<file path="config.mk">
export PLATFORM = sky130hd
export DESIGN_NAME = module_pulse_period_meter
export DESIGN_NICKNAME = d
export VERILOG_FILES = /design/src/rtl/pkg_period_meter.sv /design/src/rtl/module_sync_edge.sv /design/src/rtl/module_pulse_period_meter.sv
export SDC_FILE = /design/constraint.sdc
export NUM_CORES = 1
export LEC_CHECK = 0
export CORE_ASPECT_RATIO = 0.5
export CORE_MARGIN = 1.5
export CORE_UTILIZATION = 45
export CTS_CLUSTER_SIZE = 40
export DETAILED_ROUTE_END_ITERATION = 10
export GPL_TIMING_DRIVEN = 0
export PLACE_DENSITY = 0.66
export RECOVER_POWER = 50
export SLEW_MARGIN = 10
export SYNTH_ARGS = -nofsm -noshare
export SYNTH_HDL_FRONTEND = slang
export SYNTH_SLANG_ARGS = --single-unit
</file>
<file path="constraint.sdc">
create_clock -name clk_10Mhz_i -period 3 [get_ports clk_10Mhz_i]
set_input_delay 0.6 -clock clk_10Mhz_i [delete_from_list [all_inputs] [get_ports clk_10Mhz_i]]
set_output_delay 0.6 -clock clk_10Mhz_i [all_outputs]
set_load 0.01 [all_outputs]
</file>
<file path="src/rtl/pkg_period_meter.sv">
// Shared types and constants for the pulse period meter.
package pkg_period_meter;

  typedef enum logic {IDLE, MEASURE} state_e;

  localparam int unsigned CLK_HZ = 10_000_000;

endpackage

</file>
<file path="src/rtl/module_sync_edge.sv">
// Synchronizer for an asynchronous input followed by a registered
// rising-edge strobe. The strobe goes high SYNC_STAGES+1 cycles after the
// input rises and stays high for exactly one cycle.
module module_sync_edge #(
  parameter int SYNC_STAGES = 2
) (
  input  logic clk_i,
  input  logic rst_i,
  input  logic d_i,
  output logic rise_o
);

  logic [SYNC_STAGES-1:0] sync_q, sync_d;
  logic                   prev_q, prev_d;
  logic                   strobe_q, strobe_d;

  // Shift the input through the chain; remember the last synced level.
  always_comb begin
    sync_d   = {sync_q[SYNC_STAGES-2:0], d_i};
    prev_d   = sync_q[SYNC_STAGES-1];
    strobe_d = sync_q[SYNC_STAGES-1] & ~prev_q;
  end

  // Chain, edge history and strobe registers.
  always_ff @(posedge clk_i or posedge rst_i) begin
    if (rst_i) begin
      sync_q   <= '0;
      prev_q   <= 1'b0;
      strobe_q <= 1'b0;
    end else begin
      sync_q   <= sync_d;
      prev_q   <= prev_d;
      strobe_q <= strobe_d;
    end
  end

  assign rise_o = strobe_q;

endmodule

</file>
<file path="src/rtl/module_pulse_period_meter.sv">
// Pulse period meter: counts clk_10Mhz_i cycles between rising edges of
// pulse_i and presents each period on a valid/ready output. A stalled
// source raises timeout_o. Define PERIOD_METER_MINMAX_EN to add min/max
// period tracking (clear_stats_i, min_o, max_o).
module module_pulse_period_meter
  import pkg_period_meter::*;
#(
  parameter int          CNT_W          = 32,
  parameter int unsigned TIMEOUT_CYCLES = 2 * CLK_HZ,
  parameter int          SYNC_STAGES    = 2
) (
  input  logic             clk_10Mhz_i,
  input  logic             reset_i,
  input  logic             pulse_i,
  input  logic             pausa_i,
  input  logic             ready_i,
  output logic [CNT_W-1:0] period_o,
  output logic             valid_o,
  output logic             timeout_o,
  output logic             overrun_o
`ifdef PERIOD_METER_MINMAX_EN
  ,
  input  logic             clear_stats_i,
  output logic [CNT_W-1:0] min_o,
  output logic [CNT_W-1:0] max_o
`endif
);

  localparam logic [CNT_W-1:0] TO_LAST = CNT_W'(TIMEOUT_CYCLES - 1);

  logic             strobe;
  state_e           state_q, state_d;
  logic [CNT_W-1:0] cnt_q, cnt_d;
  logic [CNT_W-1:0] period_q, period_d;
  logic             valid_q, valid_d;
  logic             timeout_q, timeout_d;
  logic             overrun_q, overrun_d;
  logic             res_vld;
  logic [CNT_W-1:0] res_val;

  module_sync_edge #(.SYNC_STAGES(SYNC_STAGES)) u_sync_edge (
    .clk_i  (clk_10Mhz_i),
    .rst_i  (reset_i),
    .d_i    (pulse_i),
    .rise_o (strobe)
  );

  // Measurement FSM plus the output handshake for new results.
  always_comb begin
    state_d   = state_q;
    cnt_d     = cnt_q;
    period_d  = period_q;
    valid_d   = valid_q;
    timeout_d = 1'b0;
    overrun_d = 1'b0;
    res_vld   = 1'b0;
    res_val   = cnt_q + CNT_W'(1);

    // Pause freezes state and count and swallows strobes.
    if (!pausa_i) begin
      unique case (state_q)
        IDLE: begin
          cnt_d = '0;
          if (strobe) state_d = MEASURE;
        end
        MEASURE: begin
          if (strobe) begin
            // A strobe on the timeout cycle still counts as a valid period.
            res_vld = 1'b1;
            cnt_d   = '0;
          end else if (cnt_q == TO_LAST) begin
            timeout_d = 1'b1;
            state_d   = IDLE;
            cnt_d     = '0;
          end else begin
            cnt_d = res_val;
          end
        end
        default: state_d = IDLE;
      endcase
    end

    // Keep an unconsumed result; a new one replaces it only if it leaves now.
    if (res_vld) begin
      if (!valid_q || ready_i) begin
        period_d = res_val;
        valid_d  = 1'b1;
      end else begin
        overrun_d = 1'b1;
      end
    end else if (valid_q && ready_i) begin
      valid_d = 1'b0;
    end
  end

  // Core state registers.
  always_ff @(posedge clk_10Mhz_i or posedge reset_i) begin
    if (reset_i) begin
      state_q   <= IDLE;
      cnt_q     <= '0;
      period_q  <= '0;
      valid_q   <= 1'b0;
      timeout_q <= 1'b0;
      overrun_q <= 1'b0;
    end else begin
      state_q   <= state_d;
      cnt_q     <= cnt_d;
      period_q  <= period_d;
      valid_q   <= valid_d;
      timeout_q <= timeout_d;
      overrun_q <= overrun_d;
    end
  end

  assign period_o  = period_q;
  assign valid_o   = valid_q;
  assign timeout_o = timeout_q;
  assign overrun_o = overrun_q;

`ifdef PERIOD_METER_MINMAX_EN
  logic [CNT_W-1:0] min_q, min_d;
  logic [CNT_W-1:0] max_q, max_d;

  // Track extremes of every produced result, kept or dropped; clear wins.
  always_comb begin
    min_d = min_q;
    max_d = max_q;
    if (clear_stats_i) begin
      min_d = '1;
      max_d = '0;
    end else if (res_vld) begin
      if (res_val < min_q) min_d = res_val;
      if (res_val > max_q) max_d = res_val;
    end
  end

  // Statistics registers.
  always_ff @(posedge clk_10Mhz_i or posedge reset_i) begin
    if (reset_i) begin
      min_q <= '1;
      max_q <= '0;
    end else begin
      min_q <= min_d;
      max_q <= max_d;
    end
  end

  assign min_o = min_q;
  assign max_o = max_q;
`endif

endmodule

</file>
Yosys cells after proc, flatten, opt, wreduce, memory -nomap -nowiden
Index checks and enable logic that the tools add are counted.
{ "word_totals": {"elab_cells": 39, "regBits": 72, "inputBits": 5, "mem_bits_rw": 0, "memories": 0, "latch_bits": 0, "mem_bits_ro": 0} }
{ "classes": {"add_sub_neg": 1, "multipliers": 0, "muxes": 18, "magnitude_cmp": 0, "eq_ne": 2, "reduce_logical": 6, "n_bitwise": 3, "div_mod_pow": 0, "n_shift": 0} }
{ "op_table": {"columns": ["op", "n"], "rows": [
  ["$mux W32", 2],
  ["$pmux W32 S2", 1],
  ["$add A32 B1 Y32 const B", 1],
  ["$eq A32 B25 Y1 const B", 1],
  ["$mux W1", 14],
  ["$reduce_and A2 Y1", 2],
  ["$ne A2 B1 Y1 const B", 1],
  ["$not A1 Y1", 2],
  ["$pmux W1 S2", 1],
  ["$reduce_bool A2 Y1", 1],
  ["$and A1 B1 Y1", 1],
  ["$logic_and A1 B1 Y1", 1],
  ["$logic_not A1 Y1", 1],
  ["$logic_or A1 B1 Y1", 1]
]} }

Logic depth before layout (Yosys ltp)
Gate-level depths: netlist (run 1).
{ "depth": {"ltp_word": 5, "mapped_depth": 8, "mapped_depth_nobuf": 6} }

Modules after synthesis
Synthesis (run 1) repeated with hierarchy kept, for this count alone.
{ "hier_totals": {"hier_cells": 394, "hier_area_um2": 3634.7} }
{ "by_module_without_submodules": {"columns": ["mod", "area_per_inst_um2", "cells_per_inst", "seq_area_each_um2", "n_inst"], "rows": [
  ["module_pulse_period_meter", 3517.1, 388, 1701.6, 1],
  ["module_sync_edge", 117.6, 6, 100.1, 1]
]} }

Worst setup path before layout (run 1)
No wires, ideal clock.
{ "synth_timing": {"kind": "flip-flop to flip-flop", "startpoint": "reg cnt_q[0]", "endpoint": "reg cnt_q[0]", "t_required_ns": 2.875, "setup_time_ns": 0.125, "period_less_slack_ns": 2.095, "path_stages_with_launch": 8, "t_arrival_ns": 1.971, "slack_ns": 0.905, "n_path_buf": 2, "cell_sequence": "dfrtp_1 > ha_1 > nand4_1 > nor4_2 > a21oi_1 > buf_2 > buf_2 > mux2_2"} }
{ "synth_via": {"elab_chain_cells": 4, "elab_cells_between_ends": 5, "classes_between": "add/sub (1); eq/ne (1); mux (3)"} }
{ "synth_lines": {"columns": ["element", "line_no", "source"], "rows": [
  ["start: declaration", "module_pulse_period_meter.sv:33", "logic [CNT_W-1:0] cnt_q, cnt_d;"],
  ["start signal: assignment", "module_pulse_period_meter.sv:107", "cnt_q <= cnt_d;"],
  ["$add A32 B1 Y32 / $eq A32 B25 Y1 (equally long branches)", "module_pulse_period_meter.sv:57, module_pulse_period_meter.sv:71", null],
  ["$mux W32 *", "module_pulse_period_meter.sv:71", "end else if (cnt_q == TO_LAST) begin"],
  ["$mux W32 *", "module_pulse_period_meter.sv:67", "if (strobe) begin"],
  ["$pmux W32 S2 *", "module_pulse_period_meter.sv:61", "unique case (state_q)"]
]} }
Every way passes the cells marked *; elsewhere a longest branch is shown, timed or not.
A chain may end at the register's enable or synchronous reset.

Final worst setup path (run 1)
{ "layout_timing": {"startpoint": "reg cnt_q[0]", "endpoint": "reg cnt_q[5]"} }
The elaborated chain is that of the path after synthesis.

==> results of run 1 <==
==> stage by stage <==
stage | utilization (%) | instances | TNS (ns)
finish | 59.82 | 558 | 0
global route | 59.82 | 558 | 0
CTS | 60.05 | 558 | 0
detailed placement | 55.34 | 542 | 0
global placement | 54.94 | 541 | -43.44
floorplan | - | 394 | 0
==> kinds of logic after synthesis <==
logic type | count (synthesis) | synth area share (%)
adder cells (fa/ha/maj) | 1 | 0.3457
buffers and inverters | 47 | 5.359
AND/OR/NAND/NOR | 146 | 21.96
flip-flops | 72 | 49.79
multiplexers | 3 | 0.8990
XOR/XNOR | 29 | 7.020
AO/OA/AOI/OAI | 96 | 14.63
==> worst max-delay path, cell delays in order, from the launching register on <==
cell and delay [ns]:
dfrtp_1 0.42, ha_1 0.30, nand4_1 0.25, nor4_2 0.11
a21oi_1 0.51, buf_2 0.33, buf_2 0.30, o21ai_0 0.14
a31oi_1 0.18
==> report_power, final <==
part	internal [mW]	total, mW	switching (mW)
Combinational	0.297	0.573	0.276
Sequential	1.11	1.18	0.0722
Clock	0.856	1.26	0.406
Total	2.26	3.02	0.755
==> path summary, 6_finish.rpt <==
kind	from	to	cells past startpoint
max reg2reg	cnt_q[0]$_DFFE_PP0N_	cnt_q[5]$_DFFE_PP0N_	8
min	u_sync_edge.sync_q[0]$_DFF_PP0_	u_sync_edge.sync_q[1]$_DFF_PP0_	0
min in group asynchronous	reset_i	period_o[2]$_DFFE_PP0P_	2
max in group asynchronous	reset_i	cnt_q[16]$_DFFE_PP0N_	3
max	cnt_q[0]$_DFFE_PP0N_	cnt_q[5]$_DFFE_PP0N_	8
min reg2reg	u_sync_edge.sync_q[0]$_DFF_PP0_	u_sync_edge.sync_q[1]$_DFF_PP0_	0
==> Yosys cell counts (3+ instances only) <==
cell and number:
clkbuf_1 25, and4_1 6, nand3_1 16, and3_1 7
or4_1 4, o21ai_0 12, nand2b_1 9, nor2_1 43
a21oi_1 53, buf_2 8, dfrtp_1 72, nand3b_1 4
nand2_1 24, nor4b_1 3, xnor2_1 21, a31oi_1 24
nand4_1 13, nor4_1 4, nor4_2 4, nor3_1 3
a41oi_1 3, inv_1 12, xor2_1 8
==> area by class of cell <==
type	instances	area, um^2
Multi-Input combinational cell	275	1629
Fill cell	668	3030
Timing Repair Buffer	40	395.4
Clock inverter	5	102.6
Buffer	35	148.9
Clock buffer	11	252.7
Tap cell	108	135.1
Sequential cell	72	1802
Inverter	12	46.29
==> routing by layer <==
| metal | track usage, % | vias up | share of wire, % |
|---|---|---|---|
| li1 | - | 1487 | - |
| met1 | 35.11 | 1460 | 49 |
| met2 | 34.66 | 114 | 42 |
| met3 | 7.282 | 9 | 7.8 |
| met4 | 6.389 | 0 | 1.0 |
| met5 | 0 | - | 0 |
==> flip-flops by register name, indices dropped and copies added (netlist names) <==
register and flops:
timeout_o 1, cnt_q 32, u_sync_edge.sync_q 2, period_o 32
valid_o 1, state_q 1, overrun_o 1, u_sync_edge.rise_o 1
u_sync_edge.prev_q 1
==> summary.md, run 1 <==
| Metric | Value |
|---|---|
| Outcome | finished with violations |
| Violations in the final reports | capacitance limit, slew limit |
| Die area | 8621 um^2 |
| CTS Buf Count | 9 |
| Number of H-tree levels | 3 |
| R2R setup slack | 0.39 ns |
| Setup violations, final | 0 |
| Tmin final | 2.614 ns |
| Leak | 1.802 nW |
| Post-route cell area | 4512 um^2 |
| Gate Count Post-Synth | 394 |
| Initial antenna violation count | 0 |
| Vias in the first global route | 2991 |
| Critical path type | register to register |
| Worst-path fanout max | 10 |
| Drt total wl | 9136 um |
| Worst EP required | 3.25 ns |
| Max-Cap Viols | 1 |
| Most common cell after layout, fill and taps aside | dfrtp_1 |
| PortBufs | 39 |
| Avg Inst Size Synth | 9.184 um^2 |
| Unrepaired setup endpoints after global routing | no |
| Worst IR Drop VDD | 362.5 uV |
| Residual DRC count | 0 |
| Fin Hold WS | 0.3518 ns |
| Clk root buf | clkbuf_16 |
| Clock tree buffer depth | 2 |
| Largest net degree at the start of global routing | 67 |
| Worst Hold Class | register to register |
| DP HPWL | 6392 um |
| Clk_lat worst skew | 0.33 ns |
| Placer Congestion | 0.8843 |
| Pre-Repair DR Iteration Count | 5 |
| Post-synthesis cell type count | 34 |
| Worst slew margin | -9.039% |
| Final hold violation count | 0 |
| DR vias | 3070 |
| Endpoint class of the critical path | register |
| Wirelength per Cell | 16.37 um |
| Syn_nets | 400 |
| Synthesis-to-layout area growth | 24.69% |
| Post-synth EDFFs | 0 |
| Die height | 66.41 um |
| Area after DPL | 4174 um^2 |
| Synth area leaders | dfrtp_1, a21oi_1, xnor2_1, nor2_1, a31oi_1 |
| Top cell type's share of synthesized area | 49.79% |
| Routed vias/inst | 5.502 |
| Cell Rows | 22 |
| Fin nets | 451 |
| Seq cells post-synth | 72 |
| Worst Slack Setup Final | 0.3857 ns |
| DRT iter0 DRCs | 269 |
| Slew Viols, Final | 67 |
| Inserted Diodes | 0 |
| CP Launch Type | register |
| Post-synthesis sequential area ratio | 49.79% |
| Critical path arrival | 2.87 ns |
| Core area | 7542 um^2 |
| Post-synth ARST share | 100.0% |
| Least-Margin Pin Slew | 1.636 ns |
| Synth warnings | 0 |
| Power, Total | 3.016 mW |
| Cts hold-fix bufs | 0 |
| CTS tree | done |
| Fraction of layout cells with a size suffix above 1 | 8.222% |
| Starting Density | 47.98% |
| Post-synthesis cell area | 3618 um^2 |
| Setup WS pre-CTS | 0.2596 ns |
| Die width | 129.8 um |
| Clock Sinks | 72 |
| Grt total ovfl | 0 |
| Reg clk slew, reported paths | 0.06 ns |
| Post-CTS setup buffer count | 0 |
| Number of I/O pins | 40 |
| CTS resizes | 0 |
| Synth Flop Type | dfrtp_1 |
| Routed Antenna Nets | 0 |
| Global Route Usage Sum | 24.14% |
| Most frequent cells in the layout | dfrtp_1, a21oi_1, nor2_1, clkbuf_1, clkdlybuf4s50_1 |
| Worst Skew | 0.005727 ns |
| Maximum clock frequency | 0.3825 GHz |
| Power Density | 668.5 nW/um^2 |
| Tcrit/Tclk final | 87.14% |
| First-pass GRT wire length | 15460 um |
| Cell taking the most area after synthesis | dfrtp_1 |
(Power assumes the default switching activity.)
==> run 2, diff against run 1 <==
--- a/config.mk
+++ b/config.mk
@@ -10,10 +10,10 @@
 export CORE_UTILIZATION = 45
 export CTS_CLUSTER_SIZE = 40
 export DETAILED_ROUTE_END_ITERATION = 10
+export GPL_ROUTABILITY_DRIVEN = 0
 export GPL_TIMING_DRIVEN = 0
 export PLACE_DENSITY = 0.66
 export RECOVER_POWER = 50
-export SLEW_MARGIN = 10
 export SYNTH_ARGS = -nofsm -noshare
 export SYNTH_HDL_FRONTEND = slang
 export SYNTH_SLANG_ARGS = --single-unit
==> run 2 against run 1 <==
Compared with the run above: clock power fell by 26%; combinational power barely moved; largest cell class unchanged; register-to-register slack got worse by 0.09 ns; critical endpoint is now cnt_q[0]$_DFFE_PP0N_; the run still ends with capacitance limit, slew limit left; die area did not move; routed wire length fell by 1.1%.
==> summary.md, run 2 (synthesis gave the netlist of run 1 again) <==
| Metric | Value |
|---|---|
| Fin nets | 450 (-0.22%) |
| Core area | 7542 um^2 (unchanged) |
| Routed vias/inst | 5.638 (+2.5%) |
| Most common cell after layout, fill and taps aside | dfrtp_1 |
| Critical path type | register to register |
| Wirelength per Cell | 16.26 um (-0.69%) |
| Residual DRC count | 0 (unchanged) |
| Outcome | finished with violations |
| Tcrit/Tclk final | 89.99% (+2.9 points) |
| Maximum clock frequency | 0.3704 GHz (-3.2%) |
| Routed Antenna Nets | 0 (unchanged) |
| Gr busiest metal | met2 |
| Initial antenna violation count | 0 (unchanged) |
| Largest net degree at the start of global routing | 73 (+9.0%) |
| Slowest cell on the critical path | nor4_1 |
| Fin Hold WS | 0.3622 ns (+0.01037 ns) |
| Global Route Usage Sum | 23.00% (-1.1 points) |
| Setup WS pre-CTS | 0.1964 ns (-0.06319 ns) |
| Setup violations, final | 0 (unchanged) |
| Fraction of layout cells with a size suffix above 1 | 6.473% (-1.7 points) |
| CTS tree | done |
| Tmin final | 2.700 ns (+0.08556 ns) |
| First-pass GRT wire length | 14550 um (-5.9%) |
| Worst IR Drop VDD | 316.0 uV (-13%) |
| PortBufs | 39 (unchanged) |
| Power, Total | 2.679 mW (-11%) |
| Synthesis-to-layout area growth | 21.40% |
| Inserted Diodes | 0 (unchanged) |
| Worst path max stage delay | 0.50 ns (about the same) |
| Number of I/O pins | 40 (unchanged) |
| CTS Buf Count | 9 (unchanged) |
| Die height | 66.41 um (unchanged) |
| Slew Viols, Final | 73 (+9.0%) |
| Starting Density | 47.98% (unchanged) |
| Post-Route Setup TNS | 0 ns (unchanged) |
| Clk_lat worst skew | 0.34 ns (about the same) |
| Clk root buf | clkbuf_16 |
| Most frequent cells in the layout | dfrtp_1, a21oi_1, nor2_1, clkbuf_1, clkdlybuf4s50_1 |
| Die width | 129.8 um (unchanged) |
| Leak | 1.748 nW (-3.0%) |
| Cell Rows | 22 (unchanged) |
| Endpoint class of the critical path | register |
| Worst Slack Setup Final | 0.3002 ns (-0.08556 ns) |
| Clock tree buffer depth | 2 (unchanged) |
| Worst slew margin | -0.3304% (+8.7 points) |
| Routing usage on met1 | 30.70% (-4.4 points) |
| Die area | 8621 um^2 (unchanged) |
| Number of H-tree levels | 3 (unchanged) |
| Vias in the first global route | 2921 (-2.3%) |
| Reg clk slew, reported paths | 0.05 ns (about the same) |
| DRT iter0 DRCs | 334 (+24%) |
| Bufs and invs on worst path | 2 (unchanged) |
| CP Launch Type | register |
| Drt total wl | 9040 um (-1.1%) |
| Cell mode on critical path | buf_2 |
| M3 GR Usage | 7.443% (+0.16 points) |
| Final hold violation count | 0 (unchanged) |
| Power Density | 610.0 nW/um^2 (-8.8%) |
| Unrepaired setup endpoints after global routing | no |
| Routing usage on met2 | 34.85% (+0.20 points) |
| Post-CTS setup buffer count | 0 (unchanged) |
| Least-Margin Pin Slew | 1.505 ns (-0.1306 ns) |
| Critical path arrival | 2.92 ns (+0.05 ns) |
| Worst Skew | 0.002898 ns (-0.002829 ns) |
| DP HPWL | 6118 um (-4.3%) |
| Grt total ovfl | 0 (unchanged) |
| Crit path cell chain | ha_1 -> nand4_1 -> nor4_1 -> a21oi_1 -> buf_2 -> buf_2 -> mux2_2 |
| Pre-Repair DR Iteration Count | 5 (unchanged) |
| Critical path's top delay family | simple AND/OR/NAND/NOR gates |
| Violations in the final reports | capacitance limit, slew limit |
| Clock Sinks | 72 (unchanged) |
| Worst Hold Class | register to register |
| Worst EP required | 3.22 ns (-0.03 ns) |
| Max-Cap Viols | 1 (unchanged) |
| Worst-path fanout max | 10 (unchanged) |
| Cts hold-fix bufs | 0 (unchanged) |
| DR vias | 3135 (+2.1%) |
| # fillers | 688 (+3.0%) |
## run 2: changes by cell type in the layout (fill, tap and decap cells not counted), sizes merged
cell           before  now
bufinv              3    0
inv                11   12
clkinvlp            2    0
clkbuf             37   39
clkdlybuf4s50      25   26
dlygate4sd3        14   13
## run 2: report_power, final
part / internal, mW / switching [mW]
Sequential: 1.11 / 0.0703
Combinational: 0.296 / 0.274
Clock: 0.554 / 0.375
## run 2: cell type report
cell class                      instances  area [um^2]  share of cell area, %
Buffer                                 35        148.9                  3.389
Multi-Input combinational cell        275         1623                  36.94
Timing Repair Buffer                   39        390.4                  8.886
Clock buffer                           14        244.0                  5.554
Tap cell                              108        135.1                  3.076
Clock inverter                          1        5.005                 0.1139
Inverter                               12        45.04                  1.025
Sequential cell                        72         1802                  41.01
## run 2: routing by layer
layer,vias up,part of all wire (%)
met4,0,1.6
met3,14,7.2
met5,-,0
met1,1499,47
met2,125,44
li1,1497,-
## run 2: final timing paths
path                                                      start  cells past startpoint                            to  slack, ns
worst min register to register  u_sync_edge.sync_q[1]$_DFF_PP0_                      0  u_sync_edge.prev_q$_DFF_PP0_       0.36
max in group asynchronous                               reset_i                      2         cnt_q[17]$_DFFE_PP0N_       0.92
worst min-delay path            u_sync_edge.sync_q[1]$_DFF_PP0_                      0  u_sync_edge.prev_q$_DFF_PP0_       0.36
worst max-delay path                       cnt_q[0]$_DFFE_PP0N_                      7          cnt_q[0]$_DFFE_PP0N_       0.30
worst max register to register             cnt_q[0]$_DFFE_PP0N_                      7          cnt_q[0]$_DFFE_PP0N_       0.30
min in group asynchronous                               reset_i                      2       period_o[3]$_DFFE_PP0P_       1.17
## run 2: per-stage QoR
| stage | utilization [%] | std cells | cell area, um^2 |
|---|---|---|---|
| 2_1_floorplan | - | 394 | 3618 |
| 3_3_place_gp | 54.94 | 541 | 4144 |
| 3_5_place_dp | 54.98 | 541 | 4146 |
| 4_1_cts | 58.28 | 556 | 4395 |
| 5_1_grt | 58.24 | 556 | 4393 |
| 6_report | 58.24 | 556 | 4393 |
## run 2: repair_timing
action,in CTS,in global routing
setup endpoints to repair,0,1
resized for setup,0,1
endpoints found under the hold margin,0,0
==> run 3, diff against run 2 <==
--- a/config.mk
+++ b/config.mk
@@ -10,7 +10,6 @@
 export CORE_UTILIZATION = 45
 export CTS_CLUSTER_SIZE = 40
 export DETAILED_ROUTE_END_ITERATION = 10
-export GPL_ROUTABILITY_DRIVEN = 0
 export GPL_TIMING_DRIVEN = 0
 export PLACE_DENSITY = 0.66
 export RECOVER_POWER = 50
==> run 3 against run 2 <==
Compared with the run above: the flow still finishes with violations (capacitance limit, slew limit); fmax increased by 1.8%; sequential power about the same; combinational power about the same; register-to-register slack improved by 0.05 ns; final cell count increased by 0.18%; die area unchanged; largest power group unchanged.
==> summary.md, run 3 (synthesis gave the netlist of run 1 again) <==
| Metric | Value |
|---|---|
| Cells on worst reg2reg path | 7 (unchanged) |
| Setup violations, final | 0 (unchanged) |
| Tmin final | 2.653 ns (-0.04692 ns) |
| Dpl cells | 541 (unchanged) |
| CTS tree | done |
| Clock Sinks | 72 (unchanged) |
| Power Density | 615.4 nW/um^2 (+0.90%) |
| Leak | 1.764 nW (+0.90%) |
| Critical path arrival | 2.87 ns (-0.05 ns) |
| Maximum clock frequency | 0.3769 GHz (+1.8%) |
| Die height | 66.41 um (unchanged) |
| Starting Density | 47.98% (unchanged) |
| # fillers | 678 (-1.5%) |
| Pre-Repair DR Iteration Count | 5 (unchanged) |
| Violations in the final reports | capacitance limit, slew limit |
| Synthesis-to-layout area growth | 21.89% |
| Global Route Usage Sum | 23.99% (+0.99 points) |
| Number of I/O pins | 40 (unchanged) |
| Unrepaired setup endpoints after global routing | no |
| Vias in the first global route | 2959 (+1.3%) |
| Fin Hold WS | 0.3548 ns (-0.007414 ns) |
| Most frequent cells in the layout | dfrtp_1, a21oi_1, nor2_1, clkbuf_1, clkdlybuf4s50_1 |
| CTS resizes | 0 (unchanged) |
| Fin nets | 450 (unchanged) |
| Cts hold-fix bufs | 0 (unchanged) |
| Routed vias/inst | 5.560 (-1.4%) |
| Clock tree buffer depth | 2 (unchanged) |
| Initial antenna violation count | 0 (unchanged) |
| Outcome | finished with violations |
| Worst Skew | 0.005167 ns (+0.002269 ns) |
| Routed Antenna Nets | 0 (unchanged) |
| Area after DPL | 4146 um^2 (unchanged) |
| Fraction of layout cells with a size suffix above 1 | 7.350% (+0.88 points) |
| Reg clk slew, reported paths | 0.06 ns (about the same) |
| Residual DRC count | 0 (unchanged) |
| Drt total wl | 9142 um (+1.1%) |
| DP HPWL | 6332 um (+3.5%) |
| Final core occ | 58.48% (+0.23 points) |
| Worst EP required | 3.22 ns (about the same) |
| CP Launch Type | register |
| DR vias | 3097 (-1.2%) |
| Inserted Diodes | 0 (unchanged) |
| Number of H-tree levels | 3 (unchanged) |
| Grt total ovfl | 0 (unchanged) |
| Most common cell after layout, fill and taps aside | dfrtp_1 |
| Non-Filler Instances | 557 (+0.18%) |
| Worst IR Drop VDD | 372.0 uV (+18%) |
| Worst slew margin | -0.4472% (-0.12 points) |
| Clk_lat worst skew | 0.33 ns (about the same) |
| Largest net degree at the start of global routing | 73 (unchanged) |
| Endpoint class of the critical path | register |
| CTS Buf Count | 9 (unchanged) |
| Die area | 8621 um^2 (unchanged) |
| First-pass GRT wire length | 15310 um (+5.3%) |
| Max-Cap Viols | 1 (unchanged) |
| Cell Rows | 22 (unchanged) |
| Final hold violation count | 0 (unchanged) |
| Die width | 129.8 um (unchanged) |
| Tcrit/Tclk final | 88.43% (-1.6 points) |
| Core area | 7542 um^2 (unchanged) |
| Post-CTS setup buffer count | 0 (unchanged) |
| Worst Hold Depth | 0 (unchanged) |
| Least-Margin Pin Slew | 1.505 ns (-0.0004396 ns) |
| Clk root buf | clkbuf_16 |
| Placer Congestion | 0.8843 |
| Worst-path fanout max | 10 (unchanged) |
| Slew Viols, Final | 73 (unchanged) |
| DRT iter0 DRCs | 286 (-14%) |
| Post-route cell area | 4410 um^2 (+0.40%) |
| Wirelength per Cell | 16.41 um (+0.95%) |
| PortBufs | 39 (unchanged) |
| Worst Hold Class | register to register |
| Critical path type | register to register |
## run 3: critical path: stages, from the launching register on
cell,delay [ns]
dfrtp_1,0.41
ha_1,0.30
nand4_1,0.25
nor4_1,0.49
a21oi_1,0.31
buf_2,0.27
buf_2,0.22
mux2_2,0.29
## run 3: path summary, 6_finish.rpt
path,startpoint,end,slack (ns)
max in group asynchronous,reset_i,cnt_q[19]$_DFFE_PP0N_,0.92
min in group asynchronous,reset_i,period_o[3]$_DFFE_PP0P_,1.18
hold reg to reg,u_sync_edge.sync_q[0]$_DFF_PP0_,u_sync_edge.sync_q[1]$_DFF_PP0_,0.35
hold / removal,u_sync_edge.sync_q[0]$_DFF_PP0_,u_sync_edge.sync_q[1]$_DFF_PP0_,0.35
setup / recovery,cnt_q[0]$_DFFE_PP0N_,cnt_q[0]$_DFFE_PP0N_,0.35
setup reg to reg,cnt_q[0]$_DFFE_PP0N_,cnt_q[0]$_DFFE_PP0N_,0.35
## run 3: layout make-up
class | count | area [um^2] | area share [%]
multi-input cells | 275 | 1623 | 36.79
well taps | 108 | 135.1 | 3.064
flip-flops and latches | 72 | 1802 | 40.85
clock inverters | 4 | 20.02 | 0.4539
repair buffers | 39 | 390.4 | 8.851
plain buffers | 35 | 148.9 | 3.376
clock buffers | 12 | 246.5 | 5.589
inverters | 12 | 45.04 | 1.021
## run 3: per-layer routing
layer | up-vias | track usage (%) | wire length [um]
li1 | 1491 | - | -
met1 | 1485 | 34.97 | 4618
met2 | 108 | 33.66 | 3760
met3 | 13 | 7.362 | 632
met4 | 0 | 7.500 | 130
met5 | - | 0 | 0
## run 3: power by group
part,switching [mW],internal (mW)
clock,0.388,0.576
sequential,0.0716,1.11
combinational,0.273,0.297
total,0.732,1.98
## run 3: through the flow
| step | worst slack, ns | power, mW | TNS, ns |
|---|---|---|---|
| after floorplan | 0.5751 | 1.483 | 0 |
| after global placement | -0.6082 | 1.771 | -43.44 |
| after detailed placement | 0.2450 | 1.782 | 0 |
| after CTS | 0.3132 | 2.760 | 0 |
| after global routing | 0.1407 | 2.868 | 0 |
| final | 0.3471 | 2.714 | 0 |
